===== src/rtl/sram_uart_tx_interface_pkg.sv =====
// Shared constants and state types for the SRAM-to-UART transmit path.
package sram_uart_tx_interface_pkg;

  localparam int UART_CLKS_PER_BIT_115200 = 434;
  localparam int SRAM_ADDR_W              = 18;
  localparam int SRAM_DATA_W              = 16;

  typedef enum logic [2:0] {
    S_TXI_IDLE,
    S_TXI_READ,
    S_TXI_WAIT,
    S_TXI_CAPTURE,
    S_TXI_SEND_HI,
    S_TXI_SEND_LO,
    S_TXI_DONE
`ifdef SRAM_UART_TX_CHECKSUM_EN
    , S_TXI_CHECKSUM
`endif
  } SRAM_UART_TX_state_type;

  typedef enum logic [1:0] {
    TX_IDLE,
    TX_START,
    TX_DATA,
    TX_STOP
  } uart_tx_state_type;

endpackage


===== src/rtl/sram_uart_tx_interface_uart_tx_byte.sv =====
// 8N1 byte serialiser with a valid/ready handshake; ready also rises in the last
// stop-bit cycle so consecutive bytes go out back-to-back.
module sram_uart_tx_interface_uart_tx_byte
  import sram_uart_tx_interface_pkg::*;
#(
  parameter int CLKS_PER_BIT = UART_CLKS_PER_BIT_115200
) (
  input  logic       Clock,
  input  logic       Reset,
  input  logic [7:0] Tx_data,
  input  logic       Tx_valid,
  output logic       Tx_ready,
  output logic       UART_TX_O
);

  localparam int                 TIMER_W  = $clog2(CLKS_PER_BIT);
  localparam logic [TIMER_W-1:0] BIT_LAST = TIMER_W'(CLKS_PER_BIT - 1);

  uart_tx_state_type  state;
  logic [TIMER_W-1:0] bit_timer;
  logic [2:0]         bit_index;
  logic [7:0]         shift_q;
  logic               bit_end;

  assign bit_end  = (bit_timer == BIT_LAST);
  assign Tx_ready = (state == TX_IDLE) || ((state == TX_STOP) && bit_end);

  // NOTE: sequential state uses non-blocking assignments so every register
  // samples the pre-edge values of the others, independent of statement order.
  always_ff @(posedge Clock) begin
    if (Reset) begin
      state     <= TX_IDLE;
      bit_timer <= '0;
      bit_index <= '0;
      shift_q   <= '0;
      UART_TX_O <= 1'b1;
    end else begin
      bit_timer <= ((state == TX_IDLE) || bit_end) ? '0 : bit_timer + 1'b1;
      unique case (state)
        TX_IDLE: begin
          if (Tx_valid) begin
            state     <= TX_START;
            shift_q   <= Tx_data;
            UART_TX_O <= 1'b0;
          end
        end
        TX_START: begin
          if (bit_end) begin
            state     <= TX_DATA;
            bit_index <= '0;
            UART_TX_O <= shift_q[0];
            shift_q   <= shift_q >> 1;
          end
        end
        TX_DATA: begin
          if (bit_end) begin
            if (bit_index == 3'd7) begin
              state     <= TX_STOP;
              UART_TX_O <= 1'b1;
            end else begin
              bit_index <= bit_index + 1'b1;
              UART_TX_O <= shift_q[0];
              shift_q   <= shift_q >> 1;
            end
          end
        end
        TX_STOP: begin
          if (bit_end) begin
            if (Tx_valid) begin
              state     <= TX_START;
              shift_q   <= Tx_data;
              UART_TX_O <= 1'b0;
            end else begin
              state <= TX_IDLE;
            end
          end
        end
        default: state <= TX_IDLE;
      endcase
    end
  end

endmodule


===== src/rtl/sram_uart_tx_interface.sv =====
// Reads Word_count SRAM words from Start_address and sends each as two UART frames,
// high byte first. Define SRAM_UART_TX_CHECKSUM_EN to append an XOR trailer frame.
module sram_uart_tx_interface
  import sram_uart_tx_interface_pkg::*;
#(
  parameter int CLKS_PER_BIT = UART_CLKS_PER_BIT_115200,
  parameter int READ_LATENCY = 2
) (
  input  logic                   Clock,
  input  logic                   Reset,
  input  logic                   Start,
  input  logic [SRAM_ADDR_W-1:0] Start_address,
  input  logic [SRAM_ADDR_W-1:0] Word_count,
  output logic [SRAM_ADDR_W-1:0] SRAM_address,
  input  logic [SRAM_DATA_W-1:0] SRAM_read_data,
  output logic                   SRAM_we_n,
  output logic                   UART_TX_O,
  output logic                   Busy,
  output logic                   Done
);

  localparam int                WAIT_W    = (READ_LATENCY > 2) ? $clog2(READ_LATENCY - 1) : 1;
  localparam logic [WAIT_W-1:0] WAIT_LAST = WAIT_W'(READ_LATENCY - 2);

  SRAM_UART_TX_state_type state;
  logic [SRAM_ADDR_W-1:0] words_left;
  logic [WAIT_W-1:0]      wait_cnt;
  logic [SRAM_DATA_W-1:0] word_q;
  logic                   byte_sent;
  logic [7:0]             tx_data;
  logic                   tx_valid;
  logic                   tx_ready;
`ifdef SRAM_UART_TX_CHECKSUM_EN
  logic [7:0]             checksum;
`endif

  assign SRAM_we_n = 1'b1;

  // NOTE: every output of an always_comb gets a default first, so no path
  // leaves it unassigned and no latch is inferred.
  always_comb begin
    tx_valid = 1'b0;
    tx_data  = word_q[15:8];
    unique case (state)
      S_TXI_SEND_HI: tx_valid = 1'b1;
      S_TXI_SEND_LO: begin
        tx_valid = !byte_sent;
        tx_data  = word_q[7:0];
      end
`ifdef SRAM_UART_TX_CHECKSUM_EN
      S_TXI_CHECKSUM: begin
        tx_valid = !byte_sent;
        tx_data  = checksum;
      end
`endif
      default: ;
    endcase
  end

  // byte_sent splits SEND_LO (and CHECKSUM) into hand-off and wait-for-last-stop-cycle.
  always_ff @(posedge Clock) begin
    if (Reset) begin
      state        <= S_TXI_IDLE;
      SRAM_address <= '0;
      words_left   <= '0;
      wait_cnt     <= '0;
      word_q       <= '0;
      byte_sent    <= 1'b0;
      Busy         <= 1'b0;
      Done         <= 1'b0;
    end else begin
      Done <= 1'b0;
      unique case (state)
        S_TXI_IDLE: begin
          if (Start) begin
            SRAM_address <= Start_address;
            words_left   <= Word_count;
            if (Word_count == '0) begin
              state <= S_TXI_DONE;
              Done  <= 1'b1;
            end else begin
              state <= S_TXI_READ;
              Busy  <= 1'b1;
            end
          end
        end
        S_TXI_READ: begin
          wait_cnt <= '0;
          state    <= (READ_LATENCY > 1) ? S_TXI_WAIT : S_TXI_CAPTURE;
        end
        S_TXI_WAIT: begin
          if (wait_cnt == WAIT_LAST) state <= S_TXI_CAPTURE;
          else                       wait_cnt <= wait_cnt + 1'b1;
        end
        S_TXI_CAPTURE: begin
          word_q <= SRAM_read_data;
          state  <= S_TXI_SEND_HI;
        end
        S_TXI_SEND_HI: begin
          if (tx_ready) begin
            state     <= S_TXI_SEND_LO;
            byte_sent <= 1'b0;
          end
        end
        S_TXI_SEND_LO: begin
          if (tx_ready) begin
            if (!byte_sent) begin
              byte_sent <= 1'b1;
            end else if (words_left != SRAM_ADDR_W'(1)) begin
              words_left   <= words_left - 1'b1;
              SRAM_address <= SRAM_address + 1'b1;
              state        <= S_TXI_READ;
            end else begin
`ifdef SRAM_UART_TX_CHECKSUM_EN
              state     <= S_TXI_CHECKSUM;
              byte_sent <= 1'b0;
`else
              state <= S_TXI_DONE;
              Busy  <= 1'b0;
              Done  <= 1'b1;
`endif
            end
          end
        end
`ifdef SRAM_UART_TX_CHECKSUM_EN
        S_TXI_CHECKSUM: begin
          if (tx_ready) begin
            if (!byte_sent) begin
              byte_sent <= 1'b1;
            end else begin
              state <= S_TXI_DONE;
              Busy  <= 1'b0;
              Done  <= 1'b1;
            end
          end
        end
`endif
        S_TXI_DONE: state <= S_TXI_IDLE;
        default:    state <= S_TXI_IDLE;
      endcase
    end
  end

`ifdef SRAM_UART_TX_CHECKSUM_EN
  always_ff @(posedge Clock) begin
    if (Reset || (state == S_TXI_IDLE)) begin
      checksum <= '0;
    end else if (tx_valid && tx_ready && (state != S_TXI_CHECKSUM)) begin
      checksum <= checksum ^ tx_data;
    end
  end
`endif

  sram_uart_tx_interface_uart_tx_byte #(
    .CLKS_PER_BIT (CLKS_PER_BIT)
  ) u_uart_tx_byte (
    .Clock     (Clock),
    .Reset     (Reset),
    .Tx_data   (tx_data),
    .Tx_valid  (tx_valid),
    .Tx_ready  (tx_ready),
    .UART_TX_O (UART_TX_O)
  );

endmodule


===== config.mk =====
export PLATFORM = sky130hd
export DESIGN_NAME = sram_uart_tx_interface
export DESIGN_NICKNAME = d
export VERILOG_FILES = /design/src/rtl/sram_uart_tx_interface_pkg.sv /design/src/rtl/sram_uart_tx_interface_uart_tx_byte.sv /design/src/rtl/sram_uart_tx_interface.sv
export SDC_FILE = /design/constraint.sdc
export NUM_CORES = 1
export LEC_CHECK = 0
export BUFFER_PORTS_ARGS = -buffer_cell sky130_fd_sc_hd__buf_2
export CAP_MARGIN = 10
export CORE_MARGIN = 3
export CORE_UTILIZATION = 53
export CTS_BUF_LIST = sky130_fd_sc_hd__clkbuf_4
export DETAILED_ROUTE_END_ITERATION = 7
export PLACE_DENSITY = 0.9
export SYNTH_ARGS = -nofsm -noshare
export SYNTH_HDL_FRONTEND = slang
export SYNTH_SLANG_ARGS = --single-unit

===== constraint.sdc =====
create_clock -name Clock -period 2.4 [get_ports Clock]
set_clock_uncertainty 0.15 [all_clocks]
set_input_delay 0.48 -clock Clock [delete_from_list [all_inputs] [get_ports Clock]]
set_output_delay 0.48 -clock Clock [all_outputs]
set_load 0.03 [all_outputs]

Word-level counts from Yosys, hierarchy flattened
Index checks and enable logic that the tools add are counted.
- input bits: 55
- bits in registers: 82
- memory bits (read-only): 0
- output and inout port bits: 22
- latch bits: 0
- memories kept: 0
- RAM bits: 0
- logic and storage cells: 123
- equal/unequal tests: 25
- shift operators: 0
- divide/modulo/power cells: 0
- add/subtract/negate cells: 5
- multiplexer cells: 60
- bitwise logic cells: 0
- $mul: 0
- reduce and logical (&&, ||, !) cells: 20
- magnitude comparators: 0
- operators by type and width (cell ; count):
    $mux W18 ; 8
    $pmux W18 S2 ; 2
    $mux W8 ; 6
    $pmux W8 S4 ; 1
    $mux W3 ; 10
    $ne A2 B2 Y1 const B ; 10
    $mux W1 ; 19
    $add A18 B1 Y18 const B ; 1
    $logic_not A18 Y1 ; 1
    $ne A18 B1 Y1 const B ; 1
    $pmux W3 S6 ; 1
    $sub A18 B1 Y18 const B ; 1
    $reduce_and A5 Y1 ; 3
    $mux W2 ; 5
    $pmux W1 S2 ; 5
    $add A9 B1 Y9 const B ; 1
    $eq A3 B3 Y1 const B ; 3
    $eq A9 B9 Y1 const B ; 1
    $ne A2 B1 Y1 const B ; 4
    $pmux W2 S4 ; 1
    $reduce_and A4 Y1 ; 2
    $reduce_bool A2 Y1 ; 4
    $eq A3 B2 Y1 const B ; 2
    $pmux W3 S2 ; 1
    other kinds (14) ; 17

Logic depth before layout (Yosys ltp)
Gate-level depths: netlist (run 1).
- word-level depth: 5
- gate-level depth with buffers: 9
- depth with buffers taken out: 7

Modules after synthesis
From an unflattened synthesis (run 1), not the netlist that was laid out.
- cell total of the unflattened synthesis: 603
- area total of the unflattened synthesis: 4782.1 µm²
- modules (own cells, without submodules) (module ; cells an instance ; area each (µm²) ; times used ; sequential area each (µm²)):
    sram_uart_tx_interface ; 474 ; 3562.2 ; 1 ; 1161.1
    sram_uart_tx_interface_uart_tx_byte ; 129 ; 1219.9 ; 1 ; 460.4

Worst setup path before layout (run 1)
Ideal clock, no wire load.
- path type: flip-flop to flip-flop
- start: register u_uart_tx_byte.state[0]
- end: register Busy
- path buffers: 1
- cell stages (with the launch flop): 9
- data required time: 2.134 ns
- setup time: 0.116 ns
- slack: 0.168 ns
- period minus slack after synthesis: 2.232 ns
- data arrival time: 1.965 ns
- cell sequence: dfxtp_1 -> inv_1 -> ha_1 -> nor2_1 -> a211oi_2 -> o311ai_4 -> buf_6 -> a2111o_1 -> a31o_2
- cells in the longest elaborated chain, start to end: 5
- elaborated cells on any way between the ends: 6
- classes of those cells: 2 x eq/ne; 4 x reduce/logical
- RTL lines (item ; line ; source):
    from (decl) ; sram_uart_tx_interface_uart_tx_byte.sv:19 ; uart_tx_state_type state;
    from (signal assigned) ; sram_uart_tx_interface_uart_tx_byte.sv:32 ; state <= TX_IDLE;
    from (signal assigned) ; sram_uart_tx_interface_uart_tx_byte.sv:42 ; state <= TX_START;
    from (signal assigned) ; sram_uart_tx_interface_uart_tx_byte.sv:49 ; state <= TX_DATA;
    $eq A2 B2 Y1 ; sram_uart_tx_interface_uart_tx_byte.sv:26 ; assign Tx_ready = (state == TX_IDLE) || ((state == TX_STOP) && bit_end);
    $logic_and A1 B1 Y1 ; sram_uart_tx_interface_uart_tx_byte.sv:26 ;
    $logic_or A1 B1 Y1 * ; sram_uart_tx_interface_uart_tx_byte.sv:26 ;
    $ne A2 B2 Y1 (no source line) * ; - ;
    $reduce_and A6 Y1 (no source line) * ; - ;
    to (signal assigned) ; sram_uart_tx_interface.sv:69 ; Busy <= 1'b0;
    to (signal assigned) ; sram_uart_tx_interface.sv:83 ; Busy <= 1'b1;
    to (signal assigned) ; sram_uart_tx_interface.sv:119 ; Busy <= 1'b0;
    to (decl) ; sram_uart_tx_interface.sv:18 ; output logic Busy,
Every way passes the cells marked *; elsewhere a longest branch is shown, timed or not.
A chain may end at the register's enable or synchronous reset.

Worst setup path in the final report (run 1)
- start: register u_uart_tx_byte.state[0]
- end: register SRAM_address[0]
- cells in the longest elaborated chain, start to end: 5
- elaborated cells on any way between the ends: 6
- classes of those cells: 2 x eq/ne; 4 x reduce/logical
- RTL lines (item ; line ; source):
    $eq A2 B2 Y1 ; sram_uart_tx_interface_uart_tx_byte.sv:26 ;
    $logic_and A1 B1 Y1 ; sram_uart_tx_interface_uart_tx_byte.sv:26 ;
    $logic_or A1 B1 Y1 * ; sram_uart_tx_interface_uart_tx_byte.sv:26 ;
    $ne A2 B2 Y1 (no source line) * ; - ;
    $reduce_and A5 Y1 (no source line) * ; - ;
    to (signal assigned) ; sram_uart_tx_interface.sv:76 ; SRAM_address <= Start_address;
    to (signal assigned) ; sram_uart_tx_interface.sv:111 ; SRAM_address <= SRAM_address + 1'b1;
    to (decl) ; sram_uart_tx_interface.sv:14 ; output logic [SRAM_ADDR_W-1:0] SRAM_address,
Marked as above.

==> flow_summary_export.csv, run 1 <==
group,metric,value,unit
cells_and_area,drive_gt1_frac,0.210,
floorplanning,rows,33,
synthesis,synth_top_flop_cell,"dfxtp_1",
clock_tree,clk_pin_slew,0.15,ns
critical_path,cp-start-kind,"register",
cells_and_area,utilization,0.645,
route,wire_per_inst,17.0,µm
min_path,whs_endpoint,"word_q[9]",
cells_and_area,diodes,0,
critical_path,cp.required,2.62,ns
flow_run,maxCapViolCount,0,
synthesis,synth_top_area_frac,0.342,
timing,slew_headroom,0.550,
floorplanning,core-area,0.00846,mm²
place,hpwl,9170,µm
floorplanning,io_pins,77,
clock_tree,insertion_delay,0.44,ns
synthesis,ys_warn_count,0,
timing,fin_crit,2.39,ns
route,drt-total-wl,13200,µm
timing,tightest_slew,0.668,ns
timing,slew_violations,0,
synthesis,netlist_instances,603,
place,place_congestion,0.932,
synthesis,synth_nets,670,
critical_path,critPathMaxFanout,40,
timing,hold_viol,0,
route,vias,5047,
floorplanning,die_width,101,µm
route,via_per_inst,6.46,
cells_and_area,stdcell_area,0.00546,mm²
power,vdd_drop_max,0.376,mV
critical_path,r2r_end,"SRAM_address[0]",
timing,setup_tns,0,ns
global_route,grt_first_pass_wirelength,21600,µm
cells_and_area,fin_nets,738,
floorplanning,die_h,101,µm
critical_path,critPathCaptureType,"register",
global_route,grt_max_degree,50,
timing,fmax,418,MHz
route,ant_nets,0,
clock_tree,clk_root_buffer_cell,"clkbuf_4",
place,numPortBuffers,75,
synthesis,synth_edf_count,0,
clock_tree,cts.sinks,81,
clock_tree,cts_buffers,9,
global_route,grt_pass1_vias,4759,
min_path,hp-class,"input pin to register",
timing,min_period_over_period,0.997,
synthesis,synthArstFlopShare,0,
clock_tree,cts.htree.levels,3,
synthesis,ys_ff_latch,81,
run_status,outcome,"completed",
synthesis,syn_area,0.00475,mm²
global_route,grtUsageTotal,0.254,
synthesis,ys_types,66,
floorplanning,start_util,0.561,
route,post-route-drc-count,0,
cells_and_area,area_growth,14.9,%
min_path,hp-start,"SRAM_read_data[9]",
route,dr.pass1.iters,7,
synthesis,ys_seq_area_frac,0.342,
floorplanning,die_area,0.0101,mm²
route,drtIter0Drc,413,
power,power_leakage,2.13,nW
critical_path,worstSetupPathType,"register to register",
synthesis,yosysTopAreaCell,"dfxtp_1",
critical_path,slowest_delay,0.49,ns
synthesis,synth_area_leaders,"dfxtp_1 (34%), a21oi_1 (7.1%), nand2_1 (5.4%)",
critical_path,r2r_cells,8,
cells_and_area,fillers,694,
critical_path,cp_slowest_cell,"or4_1",
critical_path,arrival,2.61,ns
clock_tree,cts_max_path_buffers,2,
power,power_density,786,mW/mm²
clock_tree,ctsHoldBuffers,0,
critical_path,crit_chain,"inv_1, ha_1, nor2_1, a211oi_2, o311ai_4, buf_12, or4_1, a31oi_1",
clock_tree,cts_tree,"yes",
critical_path,ff2ff_setup_slack,0.008,ns
global_route,antenna_found_initial,0,
global_route,overflow,0,
min_path,hold_depth,3,
critical_path,r2r-start,"u_uart_tx_byte.state[0]",
timing,finalSetupViolations,0,
place,post_dp_cell_area,0.00529,mm²
synthesis,syn_avg_cell_area,7.87,µm²
## layout by cell type, fill, tap and decap left out, types with 3 or more instances in the layout
cell and n:
a211oi_1 8, a21oi_1 67, a22oi_1 4, a31oi_1 10, and2_1 5, and3_1 7, and4_1 4, buf_12 3
buf_2 75, buf_4 29, clkbuf_4 9, dfxtp_1 81, ha_1 12, inv_1 11, inv_6 3, mux2i_1 10
nand2_1 68, nand2b_1 3, nand3_1 22, nand4_1 12, nor2_1 52, nor3_1 19, nor3b_1 4, nor4_1 10
o21ai_0 24, o221a_2 4, o311ai_0 18, o31a_1 7, o31ai_1 23, o32ai_1 9, or3_1 3, or4_1 5
xnor2_1 5
## state kept, by name, summed over array words and instances, names as in the netlist
signal and flops:
byte_sent 1, u_uart_tx_byte.bit_index 3, SRAM_address 18, u_uart_tx_byte.bit_timer 9, u_uart_tx_byte.state 2, u_uart_tx_byte.shift_q 8, Busy 1, words_left 18
word_q 16, state 3, Done 1, u_uart_tx_byte.UART_TX_O 1
## synthesized netlist by cell type, types with 6 or more instances
cell	instances
a21oi_1	67
o31ai_1	23
and3_1	7
o21ai_0	24
nand4_1	12
buf_2	6
clkbuf_1	31
o31a_1	7
a31oi_1	10
dfxtp_1	81
mux2i_1	10
nor4_1	10
o311ai_0	18
a211oi_1	8
inv_1	11
ha_1	12
nand3_1	22
nor3_1	19
nor2_1	54
nand2_1	68
o32ai_1	9
## timing repair
action | CTS | global route
buffers inserted | 0 | 1
endpoints found under the setup margin | 0 | 4
resized for setup | 0 | 2
hold endpoints to repair | 0 | 0
## metal layers
layer | vias to the layer above | part of all wire | wire length (µm) | GRT usage
li1 | 2413 | - | - | -
met1 | 2351 | 0.41 | 5390 | 0.312
met2 | 251 | 0.49 | 6540 | 0.443
met3 | 32 | 0.082 | 1080 | 0.0561
met4 | 0 | 0.017 | 226 | 0.0715
met5 | - | 0 | 0 | 0
## worst max path at each step
stage / startpoint / endpoint / slack [ns] / cells past startpoint
finish: u_uart_tx_byte.state[0] / SRAM_address[0] / 0.008 / 8
global route: u_uart_tx_byte.state[0] / SRAM_address[0] / -0.08 / 8
CTS: words_left[0] / words_left[10] / 0.002 / 7
detailed placement: words_left[0] / words_left[10] / 0.02 / 7
global placement: u_uart_tx_byte.bit_timer[6] / SRAM_address[0] / 0.14 / 6
floorplan: u_uart_tx_byte.state[0] / Busy / 0.17 / 8
## cell families after synthesis
group / synth area share
flops: 0.342
simple gates: 0.240
mux: 0.0211
buf+inv: 0.0593
other cells: 0.000790
fa+ha+maj: 0.0316
compound gates: 0.293
xor+xnor: 0.0129
## stage by stage
| step | setup WS, ns | power [mW] | cells | hold slack [ns] |
|---|---|---|---|---|
| after floorplan | 0.168 | 2.83 | 603 | 0.286 |
| after global placement | 0.137 | 3.28 | 764 | 0.292 |
| after detailed placement | 0.0248 | 3.35 | 764 | 0.296 |
| after CTS | 0.00165 | 4.23 | 780 | 0.0789 |
| after global routing | -0.0774 | 4.51 | 781 | 0.0742 |
| final | 0.00798 | 4.29 | 781 | 0.103 |
## worst max-delay path: cells and delay by family (launching register included)
kind                     cells  cell delay (ns)
adder cells (fa/ha/maj)      1             0.19
flip-flops                   1             0.36
AND/OR/NAND/NOR              2             0.55
buffers and inverters        2             0.37
AO/OA/AOI/OAI                3             0.70
## final cells by class
cell class                      count  area, µm²  share of cell area
Clock buffer                        9       67.6              0.0124
Clock inverter                      7       85.1              0.0156
Inverter                           11       41.3             0.00757
Multi-Input combinational cell    461       2860               0.524
Sequential cell                    81       1620               0.297
Tap cell                          105        131              0.0241
Timing Repair Buffer              107        653               0.120
## power by group
group | total, mW | internal, mW | switching, mW
Sequential | 1.68 | 1.50 | 0.171
Combinational | 1.72 | 0.630 | 1.09
Clock | 0.896 | 0.340 | 0.556
Total | 4.29 | 2.47 | 1.82
Note: power is estimated with default switching activity, not from simulation.
==> run 2, diff against run 1 <==
--- a/config.mk
+++ b/config.mk
@@ -8,10 +8,9 @@
 export BUFFER_PORTS_ARGS = -buffer_cell sky130_fd_sc_hd__buf_2
 export CAP_MARGIN = 10
 export CORE_MARGIN = 3
-export CORE_UTILIZATION = 53
-export CTS_BUF_LIST = sky130_fd_sc_hd__clkbuf_4
+export CORE_UTILIZATION = 60
 export DETAILED_ROUTE_END_ITERATION = 7
-export PLACE_DENSITY = 0.9
+export PLACE_DENSITY = 0.95
 export SYNTH_ARGS = -nofsm -noshare
 export SYNTH_HDL_FRONTEND = slang
 export SYNTH_SLANG_ARGS = --single-unit
==> constraint.sdc (replaced) <==
create_clock -name Clock -period 3.05 [get_ports Clock]
set_clock_uncertainty 0.15 [all_clocks]
set_input_delay 0.61 -clock Clock [delete_from_list [all_inputs] [get_ports Clock]]
set_output_delay 0.61 -clock Clock [all_outputs]
set_load 0.03 [all_outputs]
==> flow_summary_export.csv, run 2 (synthesis gave the netlist of run 1 again) <==
group,metric,value,unit
power,p_seq_frac,0.404,
timing,slew_violations,0,
floorplanning,core-area,0.00745,mm²
critical_path,arrival,2.90,ns
clock_tree,cts_buffers,9,
min_path,hp-start,"word_q[14]",
route,dr.pass1.iters,5,
place,place_congestion,0.944,
clock_tree,ctsHoldBuffers,0,
min_path,hold_depth,2,
timing,finalSetupViolations,0,
global_route,grtUsageTotal,0.280,
global_route,grt_max_degree,69,
route,wire_per_inst,16.7,µm
critical_path,r2r-start,"u_uart_tx_byte.state[0]",
flow_run,maxCapViolCount,0,
route,vias,4949,
cells_and_area,reg_top3,"SRAM_address x18, words_left x18, word_q x16",
critical_path,cp-start-kind,"register",
cells_and_area,area_growth,11.0,%
route,ant_nets,0,
floorplanning,die_area,0.00902,mm²
clock_tree,post_cts_buffers,0,
clock_tree,insertion_delay,0.37,ns
timing,rsz0062_at_grt,"no",
power,pwr-share-clk,0.248,
critical_path,cp.required,3.14,ns
global_route,grt_first_pass_wirelength,20600,µm
power,power_density,628,mW/mm²
timing,fin_crit,2.81,ns
cells_and_area,fin_nets,713,
timing,fin_ws,0.240,ns
place,detailedPlace.worstSlack,0.257,ns
route,drt-total-wl,12500,µm
place,hpwl,8410,µm
run_status,outcome,"completed",
timing,setup_tns,0,ns
global_route,grt_pass1_vias,4609,
place,dp.cells,734,
power,swShare,0.412,
min_path,hp-class,"register to register",
clock_tree,cts_tree,"yes",
clock_tree,clk_pin_slew,0.09,ns
clock_tree,clk_root_buffer_cell,"clkbuf_8",
clock_tree,cts.htree.levels,3,
clock_tree,cts.sinks,81,
timing,tightest_slew,0.944,ns
power,vdd_drop_max,0.450,mV
route,drtIter0Drc,493,
floorplanning,start_util,0.638,
floorplanning,die_h,95.0,µm
power,power_leakage,2.01,nW
timing,min_period_over_period,0.921,
floorplanning,die_width,95.0,µm
floorplanning,io_pins,77,
route,via_per_inst,6.60,
critical_path,critPathCaptureType,"register",
cells_and_area,final_cell_mix,"dfxtp_1 (81), buf_2 (75), nand2_1 (68)",
cells_and_area,mostFrequentLayoutCell,"dfxtp_1",
cells_and_area,drive_gt1_frac,0.177,
floorplanning,rows,31,
place,post_dp_cell_area,0.00507,mm²
cells_and_area,stdcell_area,0.00527,mm²
place,numPortBuffers,75,
power,p_int,1.95,mW
critical_path,r2r_end,"words_left[10]",
route,post-route-drc-count,0,
global_route,antenna_found_initial,0,
timing,fmax,356,MHz
global_route,overflow,0,
power,comb_power_share,0.348,
clock_tree,cts_resized,0,
clock_tree,cts_max_path_buffers,2,
min_path,whs_endpoint,"word_q[14]",
critical_path,worstSetupPathType,"register to register",
timing,hold_viol,0,
power,p_switching,1.36,mW
critical_path,ff2ff_setup_slack,0.24,ns
cells_and_area,final_cells,750,
critical_path,r2r_cells,8,
critical_path,critPathMaxFanout,25,
cells_and_area,diodes,0,
timing,slew_headroom,0.370,
-- run 2: worst max path at each step --
stage | startpoint | depth (start not counted) | endpoint
6_report | u_uart_tx_byte.state[0] | 8 | words_left[10]
2_1_floorplan | u_uart_tx_byte.state[0] | 8 | Busy
4_1_cts | u_uart_tx_byte.state[0] | 8 | words_left[8]
3_5_place_dp | u_uart_tx_byte.state[0] | 8 | words_left[8]
3_3_place_gp | u_uart_tx_byte.state[0] | 8 | SRAM_address[13]
5_1_grt | u_uart_tx_byte.state[0] | 8 | SRAM_address[7]
-- run 2: final cells by class --
| class | instances | area, µm² |
|---|---|---|
| clock buffer | 9 | 124 |
| multi-input combinational | 461 | 2850 |
| tap | 99 | 124 |
| timing repair buffer | 82 | 428 |
| fill | 602 | 2180 |
| inverter | 11 | 41.3 |
| clock inverter | 7 | 78.8 |
| sequential | 81 | 1620 |
-- run 2: metrics by stage --
step | utilization | hold WS, ns | total power, mW
4_1_cts | 0.707 | 0.315 | 3.29
3_3_place_gp | 0.680 | 0.294 | 2.44
2_1_floorplan | - | 0.286 | 2.22
6_report | 0.707 | 0.313 | 3.31
5_1_grt | 0.707 | 0.325 | 3.48
3_5_place_dp | 0.680 | 0.303 | 2.48
-- run 2: power groups by stage --
| stage | sequential [mW] | clock (mW) | combinational, mW |
|---|---|---|---|
| after floorplan | 1.42 | 0 | 0.805 |
| after global routing | 1.35 | 0.876 | 1.26 |
| after detailed placement | 1.35 | 0 | 1.13 |
| after global placement | 1.34 | 0 | 1.09 |
| final | 1.34 | 0.820 | 1.15 |
| after CTS | 1.33 | 0.827 | 1.13 |
-- run 2: critical path, cell delays in order (launching register included) --
cell      delay (ns)
dfxtp_1         0.34
inv_1           0.15
ha_1            0.37
nor2_1          0.11
a211oi_2        0.38
o311ai_4        0.36
buf_4           0.32
o311ai_0        0.38
o31ai_1         0.13
-- run 2: layer usage --
layer	GRT usage	vias up	wire, µm
li1	-	2359	-
met1	0.341	2282	5040
met5	0	-	0
met2	0.480	273	6180
met4	0.114	0	282
met3	0.0574	35	1020
